[src/rtl/uart_sdram_cmd_seq.sv]
// rtl/uart_sdram_cmd_seq.sv - UART command frame parser issuing single-word SDRAM reads/writes
module uart_sdram_cmd_seq #(
    parameter int ADDR_W  = 24,
    parameter int TIMEOUT = 1024
) (
    input  logic              clk,
    input  logic              rst,
    input  logic [7:0]        rx_data,
    input  logic              rx_valid,
    output logic [7:0]        tx_data,
    output logic              tx_send,
    input  logic              tx_busy,
    output logic [ADDR_W-1:0] mem_addr,
    output logic              mem_rd_req,
    output logic              mem_wr_req,
    output logic [15:0]       mem_wr_data,
    input  logic [15:0]       mem_rd_data,
    input  logic              mem_rd_ready,
    input  logic              mem_wr_done,
    output logic              busy,
    output logic              drop
);
    localparam int TMO_W = (TIMEOUT > 1) ? $clog2(TIMEOUT) : 1;
    localparam logic [TMO_W-1:0] TMO_LAST = TMO_W'(TIMEOUT - 1);
    localparam logic [TMO_W-1:0] TMO_PRE  = TMO_W'(TIMEOUT - 2);

    typedef enum logic [2:0] {
        S_IDLE, S_ADDR, S_DATA, S_ISSUE, S_WAIT_MEM, S_TX_LOAD, S_TX_WAIT
    } state_t;

    state_t            r_state, w_next;
    logic [7:0]        r_rx_data;
    logic              r_rx_valid;
    logic              r_is_write;
    logic [1:0]        r_cnt;
    logic [23:0]       r_addr;
    logic [15:0]       r_wdata;
    logic [TMO_W-1:0]  r_tmo;
    logic [15:0]       r_q;
    logic [1:0]        r_qlen;
    logic              r_guard;
    logic              w_strobe;
    logic              w_send;
    logic              w_is_cmd;

    // Strobes of the wrong type for the pending request are ignored.
    assign w_strobe = r_is_write ? mem_wr_done : mem_rd_ready;
    assign w_send   = (r_state == S_TX_LOAD) && !tx_busy;
    assign w_is_cmd = (r_rx_data == 8'h52) || (r_rx_data == 8'h57);

    always_ff @(posedge clk) begin
        if (rst) r_state <= S_IDLE;
        else     r_state <= w_next;
    end

    always_comb begin
        w_next = r_state;
        case (r_state)
            S_IDLE:     if (r_rx_valid) w_next = w_is_cmd ? S_ADDR : S_TX_LOAD;
            S_ADDR:     if (r_rx_valid && r_cnt == 2'd2) w_next = r_is_write ? S_DATA : S_ISSUE;
            S_DATA:     if (r_rx_valid && r_cnt == 2'd1) w_next = S_ISSUE;
            S_ISSUE:    w_next = S_WAIT_MEM;
            S_WAIT_MEM: if (w_strobe || r_tmo == TMO_PRE) w_next = S_TX_LOAD;
            S_TX_LOAD:  if (!tx_busy) w_next = S_TX_WAIT;
            S_TX_WAIT:  if (!r_guard && !tx_busy) w_next = (r_qlen != 2'd0) ? S_TX_LOAD : S_IDLE;
            default:    w_next = S_IDLE;
        endcase
    end

    always_ff @(posedge clk) begin
        if (rst) begin
            r_rx_data  <= 8'h00;
            r_rx_valid <= 1'b0;
            r_is_write <= 1'b0;
            r_cnt      <= 2'd0;
            r_addr     <= 24'h0;
            r_wdata    <= 16'h0;
            r_tmo      <= '0;
            r_q        <= 16'h0;
            r_qlen     <= 2'd0;
            r_guard    <= 1'b0;
        end else begin
            r_rx_data  <= rx_data;
            r_rx_valid <= rx_valid;
            r_guard    <= w_send;
            case (r_state)
                S_IDLE: if (r_rx_valid) begin
                    r_is_write <= (r_rx_data == 8'h57);
                    r_cnt      <= 2'd0;
                    if (!w_is_cmd) begin
                        r_q    <= {8'h3F, 8'h00};
                        r_qlen <= 2'd1;
                    end
                end
                S_ADDR: if (r_rx_valid) begin
                    r_addr <= {r_addr[15:0], r_rx_data};
                    r_cnt  <= (r_cnt == 2'd2) ? 2'd0 : r_cnt + 2'd1;
                end
                S_DATA: if (r_rx_valid) begin
                    r_wdata <= {r_wdata[7:0], r_rx_data};
                    r_cnt   <= r_cnt + 2'd1;
                end
                S_ISSUE: r_tmo <= '0;
                S_WAIT_MEM: begin
                    if (r_tmo != TMO_LAST) r_tmo <= r_tmo + TMO_W'(1);
                    if (w_strobe) begin
                        r_q    <= r_is_write ? {8'h4B, 8'h00} : mem_rd_data;
                        r_qlen <= r_is_write ? 2'd1 : 2'd2;
                    end else if (r_tmo == TMO_PRE) begin
                        r_q    <= {8'h54, 8'h00};
                        r_qlen <= 2'd1;
                    end
                end
                S_TX_LOAD: if (w_send) begin
                    r_q    <= {r_q[7:0], 8'h00};
                    r_qlen <= r_qlen - 2'd1;
                end
                default: ;
            endcase
        end
    end

    always_comb begin
        tx_send     = w_send;
        tx_data     = w_send ? r_q[15:8] : 8'h00;
        mem_rd_req  = (r_state == S_ISSUE) && !r_is_write;
        mem_wr_req  = (r_state == S_ISSUE) && r_is_write;
        mem_addr    = r_addr[ADDR_W-1:0];
        mem_wr_data = r_wdata;
        busy        = (r_state != S_IDLE);
        drop        = r_rx_valid && (r_state == S_ISSUE || r_state == S_WAIT_MEM ||
                                     r_state == S_TX_LOAD || r_state == S_TX_WAIT);
    end
endmodule

[config.mk]
export PLATFORM = sky130hd
export DESIGN_NAME = uart_sdram_cmd_seq
export DESIGN_NICKNAME = d
export VERILOG_FILES = /design/src/rtl/uart_sdram_cmd_seq.sv
export SDC_FILE = /design/constraint.sdc
export NUM_CORES = 1
export LEC_CHECK = 0
export ABC_AREA = 0
export BUFFER_PORTS_ARGS = -buffer_cell sky130_fd_sc_hd__buf_2
export CAP_MARGIN = 40
export CORE_MARGIN = 8
export CORE_UTILIZATION = 40
export DETAILED_ROUTE_END_ITERATION = 8
export GPL_ROUTABILITY_DRIVEN = 0
export PLACE_DENSITY = 0.74
export SETUP_SLACK_MARGIN = 0.3
export SYNTH_ARGS = -nofsm -noshare
export SYNTH_HDL_FRONTEND = slang
export SYNTH_SLANG_ARGS = --single-unit
[constraint.sdc]
create_clock -name clk -period 2.1 [get_ports clk]
set_clock_uncertainty 0.1 [all_clocks]
set_input_delay 0.105 -clock clk [delete_from_list [all_inputs] [get_ports clk]]
set_output_delay 0.105 -clock clk [all_outputs]
set_load 0.01 [all_outputs]
# [Word level (Yosys, flattened, before mapping)]
# Index checks and enable logic that the tools add are counted.
[op_classes] add_sub_neg=3 eq_ne=24 n_mux=33 reduce_logical=28
[op_table] cell="$mux W16" n=6
[op_table] cell="$pmux W16 S3" n=1
[op_table] cell="$mux W3" n=8
[op_table] cell="$ne A2 B2 Y1 const B" n=11
[op_table] cell="$pmux W3 S7" n=1
[op_table] cell="$mux W2" n=10
[op_table] cell="$pmux W10 S2" n=1
[op_table] cell="$eq A8 B7 Y1 const B" n=2
[op_table] cell="$pmux W2 S3" n=2
[op_table] cell="$add A10 B1 Y10 const B" n=1
[op_table] cell="$eq A10 B10 Y1 const B" n=1
[op_table] cell="$mux W10" n=1
[op_table] cell="$ne A10 B10 Y1 const B" n=1
[op_table] cell="$eq A3 B3 Y1 const B" n=3
[op_table] cell="$reduce_bool A3 Y1" n=3
[op_table] cell="$mux W8" n=1
[op_table] cell="$reduce_and A2 Y1" n=4
[op_table] cell="$logic_and A1 B1 Y1" n=7
[op_table] cell="$eq A3 B2 Y1 const B" n=2
[op_table] cell="$reduce_and A6 Y1" n=1
[op_table] cell="$logic_or A1 B1 Y1" n=5
[op_table] cell="$reduce_and A5 Y1" n=1
[op_table] cell="$reduce_and A4 Y1" n=1
[op_table] cell="$reduce_bool A2 Y1" n=2
[op_table] cell="9 further kinds" n=12
[word_totals] regBits=84 input_bits=30 out_inout_bits=53

# [Logic depth before layout (Yosys ltp)]
[depth] word_depth=5 depth_mapped=8

# [Least setup slack after synthesis]
# No wires, ideal clock.
[synth_path] path_type="flip-flop to flip-flop" from="reg r_state[2]" to="reg r_q[14]" setup_ps=116 t_arrival_ps=1500 path_slack_ps=383 path_stages_with_launch=8 n_path_buf=2 cell_sequence="dfxtp_1 > buf_4 > nor3_1 > inv_1 > o21a_1 > or2_1 > buf_6 > a31o_2"
[synth_via] elab_chain_len=4 elab_cells_between_ends=11 classes_between="eq/ne (6); mux (1); reduce/logical (4)"
[synth_lines] item="start: declaration" line="31" text="state_t r_state, w_next;"
[synth_lines] item="start signal: assignment" line="53" text="else r_state <= w_next;"
[synth_lines] item="$eq A3 B3 Y1" line="48, 86"
[synth_lines] item="$logic_and A1 B1 Y1" line="48" text="assign w_send = (r_state == S_TX_LOAD) && !tx_busy;"
[synth_lines] item="$ne A2 B2 Y1 (no source line)"
[synth_lines] item="$reduce_and A5 Y1 (no source line)"
[synth_lines] item="end signal: assignment" line="91" text="r_q <= {8'h3F, 8'h00};"
[synth_lines] item="end signal: assignment" line="107" text="r_q <= r_is_write ? {8'h4B, 8'h00} : mem_rd_data;"
[synth_lines] item="end signal: assignment" line="110" text="r_q <= {8'h54, 8'h00};"
[synth_lines] item="end: declaration" line="39" text="logic [15:0] r_q;"
# Several ways; a longest one is shown, not always the timed one.
# A chain may end at the register's enable or synchronous reset.

# [Worst setup path in the final report]
[layout_path] from="reg r_state[0]" to="reg r_q[15]"
# Same word-level chain as after synthesis.

==> out/qor.yml <==
status: "finished clean"
setup_viol: 0
muxShareOfSynthArea: 0.00581
synth_enable_flop_cells: 0
io_buffers: 82
max_freq_ghz: 0.540
worstSetupPathType: "reg2reg"
timing.setup.tns_ns: 0
via_per_inst: 5.18
fin_crit_sh: 0.881
synth_ff_type: "dfxtp_1"
core_area_sq_um: 9060
p_per_area_nw_per_um2: 1040
worstMarginPinSlew_ns: 0.524
path_max_fanout: 8
final_cell_mix: "nand2_1 (93), buf_2 (75), dfxtp_1 (74)"
dieArea_sq_um: 12500
critical_path_arrival_ns: 2.00
final_util: 0.560
dr.pass1.iters: 4
grt_pass1_wl_um: 15900
vdd_ir_drop_max_mv: 0.669
drive_gt1_frac: 0.359
pre_cts_ws_ns: 0.136
maxCapViolCount: 0
seq_area_frac_synth: 0.459
clockRootBuffer: "clkbuf_8"
startpoint_type: "flip-flop"
final_area_sq_um: 5080
crit_path_cell_trace: "nor3b_4 -> nand2_2 -> o32ai_4 -> buf_6 -> nor4_2 -> a31o_2"
post-dp-hpwl_um: 6410
synth_top_family_by_area: "simple AND/OR/NAND/NOR gates"
p_int_mw: 3.28
cts_max_level: 3
yosys.area.top_type_share: 0.459
antenna-diode-count: 0
gr-usage-all-layers: 0.152
std_cell_rows: 35
synthXorXnorAreaFrac: 0.0215
drc: 0
final_hold_viol_count: 0
yosysWarnings: 0
slew_viol_final: 0
drt_iter0_drc: 240
start_util: 0.404
avgSynthCellArea_sq_um: 8.51
combPwrFrac: 0.413
fp.dieW_um: 112
cts.sinks: 84
clkPwrFrac: 0.221
cts.clk_slew.worst_paths_ns: 0.10
relSlewSlack: 0.651
cts_buffers: 9
netlist_instances: 430
ant_nets: 0
synth_area_leaders: "dfxtp_1 (46%), nand2_1 (9.6%), a21oi_1 (7.4%), a221oi_2 (2.9%), nor2_1 (2.6%)"
worstRegToRegCells: 6
num_vias: 3447
ys_ff_latch: 84
finalNonFillerCells: 666
holdWs_ns: 0.0734
synth_compound_area_frac: 0.201
min_delay_path_depth: 2
yosys.area_share.adder: 0.0205
min_path_type: "in2reg"
finalWirelength_um: 10300
nNetsFinal: 586
crit_required_ns: 2.25
grt_overflow: 0
synth_area_sq_um: 3660
place_area_sq_um: 4170
switchingPower_mw: 1.97
clockBufferDepth: 2
cts_tree: "yes"
synth-async-reset-ratio: 0
grt_start_max_net_pins: 53
yosysTopAreaCell: "dfxtp_1"
wl_per_cell_um: 15.4
synthSimpleGateAreaFrac: 0.234
switching_share: 0.375
clock_latency_ns: 0.36
seqPwrFrac: 0.365
antenna_found_initial: 0
areaGrowthSynthToFinish_pct: 38.7
timing.final.ws_setup_ns: 0.249
p_total_mw: 5.26
dp_cells: 612
worstSetupEndpointType: "flip-flop"
final.min_clock_period_ns: 1.85
grt_pass1_vias: 3340
max_stage_delay_ns: 0.41
syn_nets: 466
leakage_nw: 2.06
rsz0062_at_grt: "yes"
final_common_cell: "nand2_1"
die-height_um: 112
design.portCount: 83
slowest_stage: "dfxtp_4"
yosysUniqueCellTypes: 51
==> per-layer routing <==
layer  wire (um)  track usage  vias to the layer above
met5           0            0                        -
met4         249       0.0620                        0
met3         572       0.0379                       21
met2        5070        0.256                      115
met1        4390        0.181                     1605
li1            -            -                     1706
==> state kept, by name, summed over array words and instances, names as in the netlist <==
name	flops
mem_addr	24
mem_wr_data	16
r_cnt	2
r_guard	1
r_is_write	1
r_q	16
r_qlen	2
r_rx_data	8
r_rx_valid	1
r_state	3
r_tmo	10
==> final cells by class <==
cell class,instances,area [sq um]
fillers,767,3990
multi-input cells,304,2010
flip-flops and latches,84,1700
repair buffers,134,951
well taps,111,139
clock buffers,9,124
clock inverters,7,81.3
inverters,17,66.3
==> cell families (layout without fill, tap and decap cells) <==
family          Yosys count  count (layout)
buf+inv                  42             167
flops                    84              84
compound gates          107             107
mux                       2               2
xor+xnor                  9               9
simple gates            180             180
fa+ha+maj                 6               6
==> synth_stat cells (2+ instances only) <==
| cell type | count |
|---|---|
| nand2_1 | 94 |
| dfxtp_1 | 84 |
| a21oi_1 | 54 |
| nor2_1 | 25 |
| inv_1 | 17 |
| nor2b_1 | 12 |
| o21ai_0 | 12 |
| and2_1 | 10 |
| a22o_1 | 8 |
| clkbuf_1 | 8 |
| a221oi_2 | 7 |
| buf_4 | 7 |
| nand2b_1 | 7 |
| buf_2 | 6 |
| ha_1 | 6 |
| xnor2_1 | 6 |
| a211oi_1 | 5 |
| nand3_1 | 5 |
| nor3_1 | 5 |
| nor4_1 | 5 |
| a2bb2oi_1 | 4 |
| a31o_2 | 3 |
| buf_6 | 3 |
| xor2_1 | 3 |
| and3_1 | 2 |
| nand2_2 | 2 |
| nand4_1 | 2 |
| o21a_1 | 2 |
| o31ai_1 | 2 |
| or2_1 | 2 |
| or2_2 | 2 |
==> power groups by stage <==
stage,Sequential (mW),Combinational [mW],Clock [mW]
3_5_place_dp,1.91,1.39,0
6_report,1.92,2.17,1.16
4_1_cts,1.90,1.71,1.17
2_1_floorplan,1.85,1.11,0
3_3_place_gp,1.90,1.35,0
5_1_grt,1.94,2.34,1.26
==> worst max-delay path: cells and delay by family (launching register included) <==
family | cells | cell delay [ns]
AO/OA/AOI/OAI | 2 | 0.62
buffers and inverters | 1 | 0.18
flip-flops | 1 | 0.41
AND/OR/NAND/NOR | 3 | 0.42
==> repair_timing <==
item                                   4_1_cts  5_1_grt
endpoints found under the hold margin       17        0
pin swaps                                    9       24
gates cloned                                 2        1
buffers inserted                             6       12
resized for setup                           42       47
hold buffers                                17        0
setup endpoints to repair                   63       38
==> path summary, 6_finish.rpt <==
check,to,slack [ns],startpoint
hold reg to reg,mem_addr[19]$_SDFFE_PP0P_,0.35,mem_addr[11]$_SDFFE_PP0P_
hold / removal,r_tmo[1]$_SDFFE_PP0P_,0.07,rst
setup reg to reg,r_q[15]$_SDFFE_PP0P_,0.25,r_state[0]$_SDFFE_PP0P_
setup / recovery,r_q[15]$_SDFFE_PP0P_,0.25,r_state[0]$_SDFFE_PP0P_
(Power assumes the default switching activity.)
